### src/rtl/arc_microsequencer.sv
// -----------------------------------------------------------------------------
// arc_microsequencer
//
// Purpose
//   Next-address logic and control-store address register (CSAR) for the ARC
//   microprogrammed datapath. Each clock the sequencer looks at the COND and
//   JUMPADDR fields of the current microinstruction, the PSR condition codes
//   and IR[13]. From these it picks the next control-store address:
//     - increment
//     - conditional jump
//     - unconditional jump
//     - DECODE dispatch on the opcode fields of the IR
//   The registered CSAR feeds the microcode store. The store latches it on the
//   following negedge, so the design delivers one microinstruction per clock.
//
// Configuration macro
//   MICROSEQUENCER_MEMWAIT_EN
//     Defined   : adds the WAIT state. The memory handshake
//                 (MemAccess_In / MemReady_In) stalls CSAR while a main-memory
//                 transfer is outstanding, and Stall_Out reports the stall.
//     Undefined : the sequencer is always in RUN and CSAR advances every
//                 clock. The handshake inputs are ignored and Stall_Out is
//                 always 0.
//
// Ports
//   MICROSEQUENCER_CLOCK_50           in   1   system clock, CSAR updates on rising edge
//   MICROSEQUENCER_ResetInHigh_In     in   1   synchronous active-high reset
//   MICROSEQUENCER_Condition_InBus    in   3   COND field of the MIR
//   MICROSEQUENCER_JumpAddress_InBus  in  11   JUMPADDR field of the MIR
//   MICROSEQUENCER_IR_InBus           in  32   instruction register
//   MICROSEQUENCER_FlagN/Z/V/C_In     in   1   PSR condition codes
//   MICROSEQUENCER_MemAccess_In       in   1   RD or WR in current microinstruction
//   MICROSEQUENCER_MemReady_In        in   1   main memory transfer complete
//   MICROSEQUENCER_CSAddress_OutBus   out 11   CSAR to the microcode store
//   MICROSEQUENCER_Stall_Out          out  1   CSAR held waiting for memory
//   MICROSEQUENCER_Decode_Out         out  1   one cycle after a DECODE dispatch
// -----------------------------------------------------------------------------
module arc_microsequencer #(
    parameter int DATAWIDTH_JUMPADDRESS = 11,
    parameter int DATAWIDTH_CONDITION   = 3,
    parameter int DATAWIDTH_IR          = 32
) (
    input  logic                             MICROSEQUENCER_CLOCK_50,
    input  logic                             MICROSEQUENCER_ResetInHigh_In,
    input  logic [DATAWIDTH_CONDITION-1:0]   MICROSEQUENCER_Condition_InBus,
    input  logic [DATAWIDTH_JUMPADDRESS-1:0] MICROSEQUENCER_JumpAddress_InBus,
    input  logic [DATAWIDTH_IR-1:0]          MICROSEQUENCER_IR_InBus,
    input  logic                             MICROSEQUENCER_FlagN_In,
    input  logic                             MICROSEQUENCER_FlagZ_In,
    input  logic                             MICROSEQUENCER_FlagV_In,
    input  logic                             MICROSEQUENCER_FlagC_In,
    input  logic                             MICROSEQUENCER_MemAccess_In,
    input  logic                             MICROSEQUENCER_MemReady_In,
    output logic [DATAWIDTH_JUMPADDRESS-1:0] MICROSEQUENCER_CSAddress_OutBus,
    output logic                             MICROSEQUENCER_Stall_Out,
    output logic                             MICROSEQUENCER_Decode_Out
);

    // COND field encodings of the microinstruction
    localparam logic [DATAWIDTH_CONDITION-1:0] COND_INC  = 3'b000;
    localparam logic [DATAWIDTH_CONDITION-1:0] COND_N    = 3'b001;
    localparam logic [DATAWIDTH_CONDITION-1:0] COND_Z    = 3'b010;
    localparam logic [DATAWIDTH_CONDITION-1:0] COND_V    = 3'b011;
    localparam logic [DATAWIDTH_CONDITION-1:0] COND_C    = 3'b100;
    localparam logic [DATAWIDTH_CONDITION-1:0] COND_IR13 = 3'b101;
    localparam logic [DATAWIDTH_CONDITION-1:0] COND_JUMP = 3'b110;
    localparam logic [DATAWIDTH_CONDITION-1:0] COND_DEC  = 3'b111;

`ifdef MICROSEQUENCER_MEMWAIT_EN
    typedef enum logic [0:0] {
        ST_RUN  = 1'b0,
        ST_WAIT = 1'b1
    } state_t;
`else
    typedef enum logic [0:0] {
        ST_RUN  = 1'b0
    } state_t;
`endif

    state_t                           state_q;
    logic [DATAWIDTH_JUMPADDRESS-1:0] csar_q;
    logic                             stall_q;
    logic                             decode_q;

    logic [DATAWIDTH_JUMPADDRESS-1:0] next_addr_d;
    logic [DATAWIDTH_JUMPADDRESS-1:0] csar_inc_s;
    logic [10:0]                      decode_addr_s;
    logic                             take_jump_s;
    logic                             is_decode_s;

    // Natural wrap of the adder gives the modulo-2^11 increment (2047 -> 0).
    assign csar_inc_s = csar_q + DATAWIDTH_JUMPADDRESS'(1'b1);

    // DECODE dispatch target: 1, op (IR[31:30]), op3 (IR[24:19]), 00.
    // The two low zero bits leave four microwords per instruction entry.
    assign decode_addr_s = {1'b1,
                            MICROSEQUENCER_IR_InBus[31:30],
                            MICROSEQUENCER_IR_InBus[24:19],
                            2'b00};

    // Next-address mux. It uses only the registered CSAR and the inputs, so
    // there is no combinational path from the output back to itself.
    always_comb begin
        take_jump_s = 1'b0;
        is_decode_s = 1'b0;
        next_addr_d = csar_inc_s;
        case (MICROSEQUENCER_Condition_InBus)
            COND_INC:  take_jump_s = 1'b0;
            COND_N:    take_jump_s = MICROSEQUENCER_FlagN_In;
            COND_Z:    take_jump_s = MICROSEQUENCER_FlagZ_In;
            COND_V:    take_jump_s = MICROSEQUENCER_FlagV_In;
            COND_C:    take_jump_s = MICROSEQUENCER_FlagC_In;
            COND_IR13: take_jump_s = MICROSEQUENCER_IR_InBus[13];
            COND_JUMP: take_jump_s = 1'b1;
            COND_DEC:  is_decode_s = 1'b1;
            default:   take_jump_s = 1'b0;
        endcase
        if (is_decode_s) begin
            next_addr_d = DATAWIDTH_JUMPADDRESS'(decode_addr_s);
        end else if (take_jump_s) begin
            next_addr_d = MICROSEQUENCER_JumpAddress_InBus;
        end else begin
            next_addr_d = csar_inc_s;
        end
    end

    // Sequencer FSM: owns CSAR, the stall flag and the decode strobe.
    // Flags and IR only matter on the edge that actually advances CSAR.
    // While in WAIT the mux output is ignored, and on leaving WAIT the
    // still-held MIR fields produce the next address.
    always_ff @(posedge MICROSEQUENCER_CLOCK_50) begin
        if (MICROSEQUENCER_ResetInHigh_In) begin
            state_q  <= ST_RUN;
            csar_q   <= {DATAWIDTH_JUMPADDRESS{1'b0}};
            stall_q  <= 1'b0;
            decode_q <= 1'b0;
        end else begin
            case (state_q)
                ST_RUN: begin
`ifdef MICROSEQUENCER_MEMWAIT_EN
                    if (MICROSEQUENCER_MemAccess_In && !MICROSEQUENCER_MemReady_In) begin
                        state_q  <= ST_WAIT;
                        stall_q  <= 1'b1;
                        decode_q <= 1'b0;
                    end else begin
                        state_q  <= ST_RUN;
                        csar_q   <= next_addr_d;
                        stall_q  <= 1'b0;
                        decode_q <= is_decode_s;
                    end
`else
                    state_q  <= ST_RUN;
                    csar_q   <= next_addr_d;
                    stall_q  <= 1'b0;
                    decode_q <= is_decode_s;
`endif
                end
`ifdef MICROSEQUENCER_MEMWAIT_EN
                ST_WAIT: begin
                    if (MICROSEQUENCER_MemReady_In) begin
                        state_q  <= ST_RUN;
                        csar_q   <= next_addr_d;
                        stall_q  <= 1'b0;
                        decode_q <= is_decode_s;
                    end else begin
                        state_q  <= ST_WAIT;
                        stall_q  <= 1'b1;
                        decode_q <= 1'b0;
                    end
                end
`endif
                default: begin
                    // Unreachable encoding: return to RUN with CSAR held.
                    state_q  <= ST_RUN;
                    stall_q  <= 1'b0;
                    decode_q <= 1'b0;
                end
            endcase
        end
    end

    assign MICROSEQUENCER_CSAddress_OutBus = csar_q;
    assign MICROSEQUENCER_Stall_Out        = stall_q;
    assign MICROSEQUENCER_Decode_Out       = decode_q;

    // IR bits outside the op/op3/bit-13 fields are not used for sequencing.
    // Without the memory-wait feature, the handshake inputs are not used either.
    logic unused_inputs_s;
`ifdef MICROSEQUENCER_MEMWAIT_EN
    assign unused_inputs_s = ^{MICROSEQUENCER_IR_InBus[29:25],
                               MICROSEQUENCER_IR_InBus[18:14],
                               MICROSEQUENCER_IR_InBus[12:0]};
`else
    assign unused_inputs_s = ^{MICROSEQUENCER_IR_InBus[29:25],
                               MICROSEQUENCER_IR_InBus[18:14],
                               MICROSEQUENCER_IR_InBus[12:0],
                               MICROSEQUENCER_MemAccess_In,
                               MICROSEQUENCER_MemReady_In};
`endif

endmodule

### config.mk
export PLATFORM = sky130hd
export DESIGN_NAME = arc_microsequencer
export DESIGN_NICKNAME = d
export VERILOG_FILES = /design/src/rtl/arc_microsequencer.sv
export SDC_FILE = /design/constraint.sdc
export NUM_CORES = 1
export LEC_CHECK = 0
export BUFFER_PORTS_ARGS = -buffer_cell sky130_fd_sc_hd__clkbuf_2
export CORE_MARGIN = 5
export CORE_UTILIZATION = 39
export CTS_BUF_LIST = sky130_fd_sc_hd__clkbuf_8
export CTS_CLUSTER_DIAMETER = 40
export DETAILED_ROUTE_END_ITERATION = 12
export PLACE_DENSITY = 0.88
export SYNTH_ARGS = -nofsm -noshare
export SYNTH_HDL_FRONTEND = slang
export SYNTH_SLANG_ARGS = --single-unit
### constraint.sdc
create_clock -name MICROSEQUENCER_CLOCK_50 -period 1.5 [get_ports MICROSEQUENCER_CLOCK_50]
set_input_delay 0.15 -clock MICROSEQUENCER_CLOCK_50 [delete_from_list [all_inputs] [get_ports MICROSEQUENCER_CLOCK_50]]
set_output_delay 0.15 -clock MICROSEQUENCER_CLOCK_50 [all_outputs]
set_load 0.05 [all_outputs]
==> results_dict.tcl <==
set metrics [dict create \
    synthesis.area_um2 802 \
    synth_area_leader_cell "dfxtp_1" \
    cap_violations 0 \
    dr.pass1.iters 4 \
    grt_max_degree 18 \
    synth_top_cell_area_share 0.300 \
    wirelength_um 2460 \
    routedWlPerCell_um 14.3 \
    grt_pass1_vias 968 \
    clock_latency_ns 0.24 \
    critPathKind "reg2reg" \
    endpoint "MICROSEQUENCER_CSAddress_OutBus[8]$_SDFF_PP0_" \
    cp-end-kind "register" \
    seq_area_frac_synth 0.300 \
    diodes 0 \
    via_count 954 \
    cts_sinks 12 \
    routed_via_density 5.55 \
    antenna_found_initial 0 \
    r2r-end "MICROSEQUENCER_CSAddress_OutBus[8]$_SDFF_PP0_" \
    synthFlopType "dfxtp_1" \
    area_growth_pct 41.3 \
    fin_util 0.578 \
    num_rows 16 \
    start_util 0.409 \
    cp_max_fo 4 \
    fin_skew_ns 0.00276 \
    async_flop_share 0 \
    ir_worst_vdd_mv 0.512 \
    gr-total-overflow 0 \
    io_buffers 40 \
    start_kind "register" \
    fin_tns_setup_ns 0 \
    post-route-min-period_ns 1.37 \
    avgSynthCellArea_um2 8.27 \
    drtIter0Drc 17 \
    synth_nets 152 \
    synth.area.top_cells "dfxtp_1, nand3b_1, nand3_1, nor3b_1, xnor2_1" \
    die_h_um 55.4 \
    rsz0062_at_grt "false" \
    h-tree-depth 1 \
    final-seq-area_um2 253 \
    worstSetupStartpoint "MICROSEQUENCER_CSAddress_OutBus[0]$_SDFF_PP0_" \
    gp_congestion 0.805 \
    synthCells 97 \
    hold_path_depth 3 \
    coreArea_mm2 0.00196 \
    nFillCells 203 \
    drc 0 \
    cp_data_arrival_time_ns 1.51 \
    cp.required_ns 1.64 \
    post_cts_buffers 0 \
    synth_seq_cells 12 \
    cts_buffer_depth 2 \
    status "completed" \
    track_usage 0.160 \
    synth_warnings 0 \
    multi_input_area_um2 527 \
    ios 67 \
    dpl.hpwl_um 1940 \
    clk_pin_slew_ns 0.05 \
    fmax_ghz 0.728 \
    die_w_um 55.4 \
    r2r_cells 5 \
    min_path_type "in2reg" \
    synthTopCellsByCount "dfxtp_1, nand3_1, nand3b_1" \
    nets 201 \
    hold_buffers 0 \
    numCtsBuffers 3 \
    synth_edf_count 0 \
    drive_gt1_frac 0.414 \
    cts_resized 0 \
    p_leak_uw 0.000481 \
    grt_pass1_wl_um 4070 \
    floorplan.die_area_mm2 0.00306 \
    hold_viol_final 0 \
    synth_most_common_cell "dfxtp_1" \
    post-route-period-util 0.916 \
    finalSetupViolations 0 \
    root_buffer "clkbuf_8" \
    ys_types 34 \
    p_per_area_mw_per_mm2 908 \
    drtAntennaViolNets 0 \
    worstReg2RegStart "MICROSEQUENCER_CSAddress_OutBus[0]$_SDFF_PP0_" \
    drv_slew 0 \
    cts_tree "built" \
    hp-start "MICROSEQUENCER_JumpAddress_InBus[1]" \
    reg2reg_slack_ns 0.13 \
]
-- flip-flops by register name (all words and copies together), names as in the netlist --
| name | count |
|---|---|
| MICROSEQUENCER_CSAddress_OutBus | 11 |
| MICROSEQUENCER_Decode_Out | 1 |
-- layout by cell type, fill, tap and decap left out, drive strengths merged --
cell type,Yosys,layout
a32o,1,1
clkinv,0,1
nor3b,7,7
and3,1,1
clkbuf,3,43
xor2,3,3
and3b,1,1
o211ai,1,1
a21oi,3,3
o221ai,1,1
nand3b,8,8
o31ai,1,1
xnor2,5,5
o311ai,4,4
buf,3,10
nor2,6,6
nand2b,2,2
and4,1,1
conb,1,1
o311a,1,1
o221a,1,1
or3,2,2
nor3,4,4
mux2i,1,1
dfxtp,12,12
o21ai,4,4
nand2,3,3
a41oi,1,1
nand3,11,11
a211oi,1,1
nand4,2,2
a31oi,1,1
ha,1,1
-- worst min-delay path by stage --
stage                                                         end
finish              MICROSEQUENCER_CSAddress_OutBus[1]$_SDFF_PP0_
global route        MICROSEQUENCER_CSAddress_OutBus[3]$_SDFF_PP0_
CTS                 MICROSEQUENCER_CSAddress_OutBus[1]$_SDFF_PP0_
detailed placement  MICROSEQUENCER_CSAddress_OutBus[3]$_SDFF_PP0_
global placement    MICROSEQUENCER_CSAddress_OutBus[3]$_SDFF_PP0_
floorplan           MICROSEQUENCER_CSAddress_OutBus[3]$_SDFF_PP0_
-- cells by family (layout without fill, tap and decap cells) --
logic type	count (synthesis)	count (layout)	synth area share
AO/OA/AOI/OAI	20	20	0.184
buffers and inverters	6	54	0.0437
adder cells (fa/ha/maj)	1	1	0.0156
flip-flops	12	12	0.300
XOR/XNOR	8	8	0.0874
multiplexers	1	1	0.0125
AND/OR/NAND/NOR	48	48	0.353
other	1	1	0.00468
-- per-layer routing --
layer / track usage / vias to the layer above / wire [um]
met5: 0 / - / 0
met4: 0.0625 / 0 / 20
met3: 0.0373 / 2 / 229
met2: 0.292 / 49 / 1210
met1: 0.175 / 439 / 1000
li1: - / 464 / -
-- stage by stage --
| step | power, uW | hold WS (ns) | std cells | setup slack, ns | cell area (um2) |
|---|---|---|---|---|---|
| final | 1030 | 0.137 | 172 | 0.126 | 1130 |
| after global routing | 1080 | 0.148 | 172 | 0.0670 | 1130 |
| after CTS | 1030 | 0.135 | 172 | 0.130 | 1130 |
| after detailed placement | 736 | 0.376 | 168 | 0.0698 | 1090 |
| after global placement | 726 | 0.375 | 168 | 0.111 | 1090 |
| after floorplan | 618 | 0.276 | 97 | 0.00388 | 815 |
-- final cells by class --
type / instances / share of cell area
clock buffer: 3 / 0.0364
clock inverter: 1 / 0.00331
multi-input combinational: 79 / 0.465
timing repair buffer: 50 / 0.243
tap: 27 / 0.0298
sequential: 12 / 0.223
-- where the power goes --
group          internal, uW  leakage (uW)  switching [uW]
Sequential              353      0.000102            36.3
Clock                   180     0.0000231             116
Combinational           126      0.000357             218
-- worst max-delay path, stage by stage (launching register included) --
cell and delay, ns:
dfxtp_4 0.35, ha_1 0.16, and4_1 0.24, nand4_1 0.13
xor2_1 0.17, o311ai_1 0.23
Power figures use the tool's default switching activity.
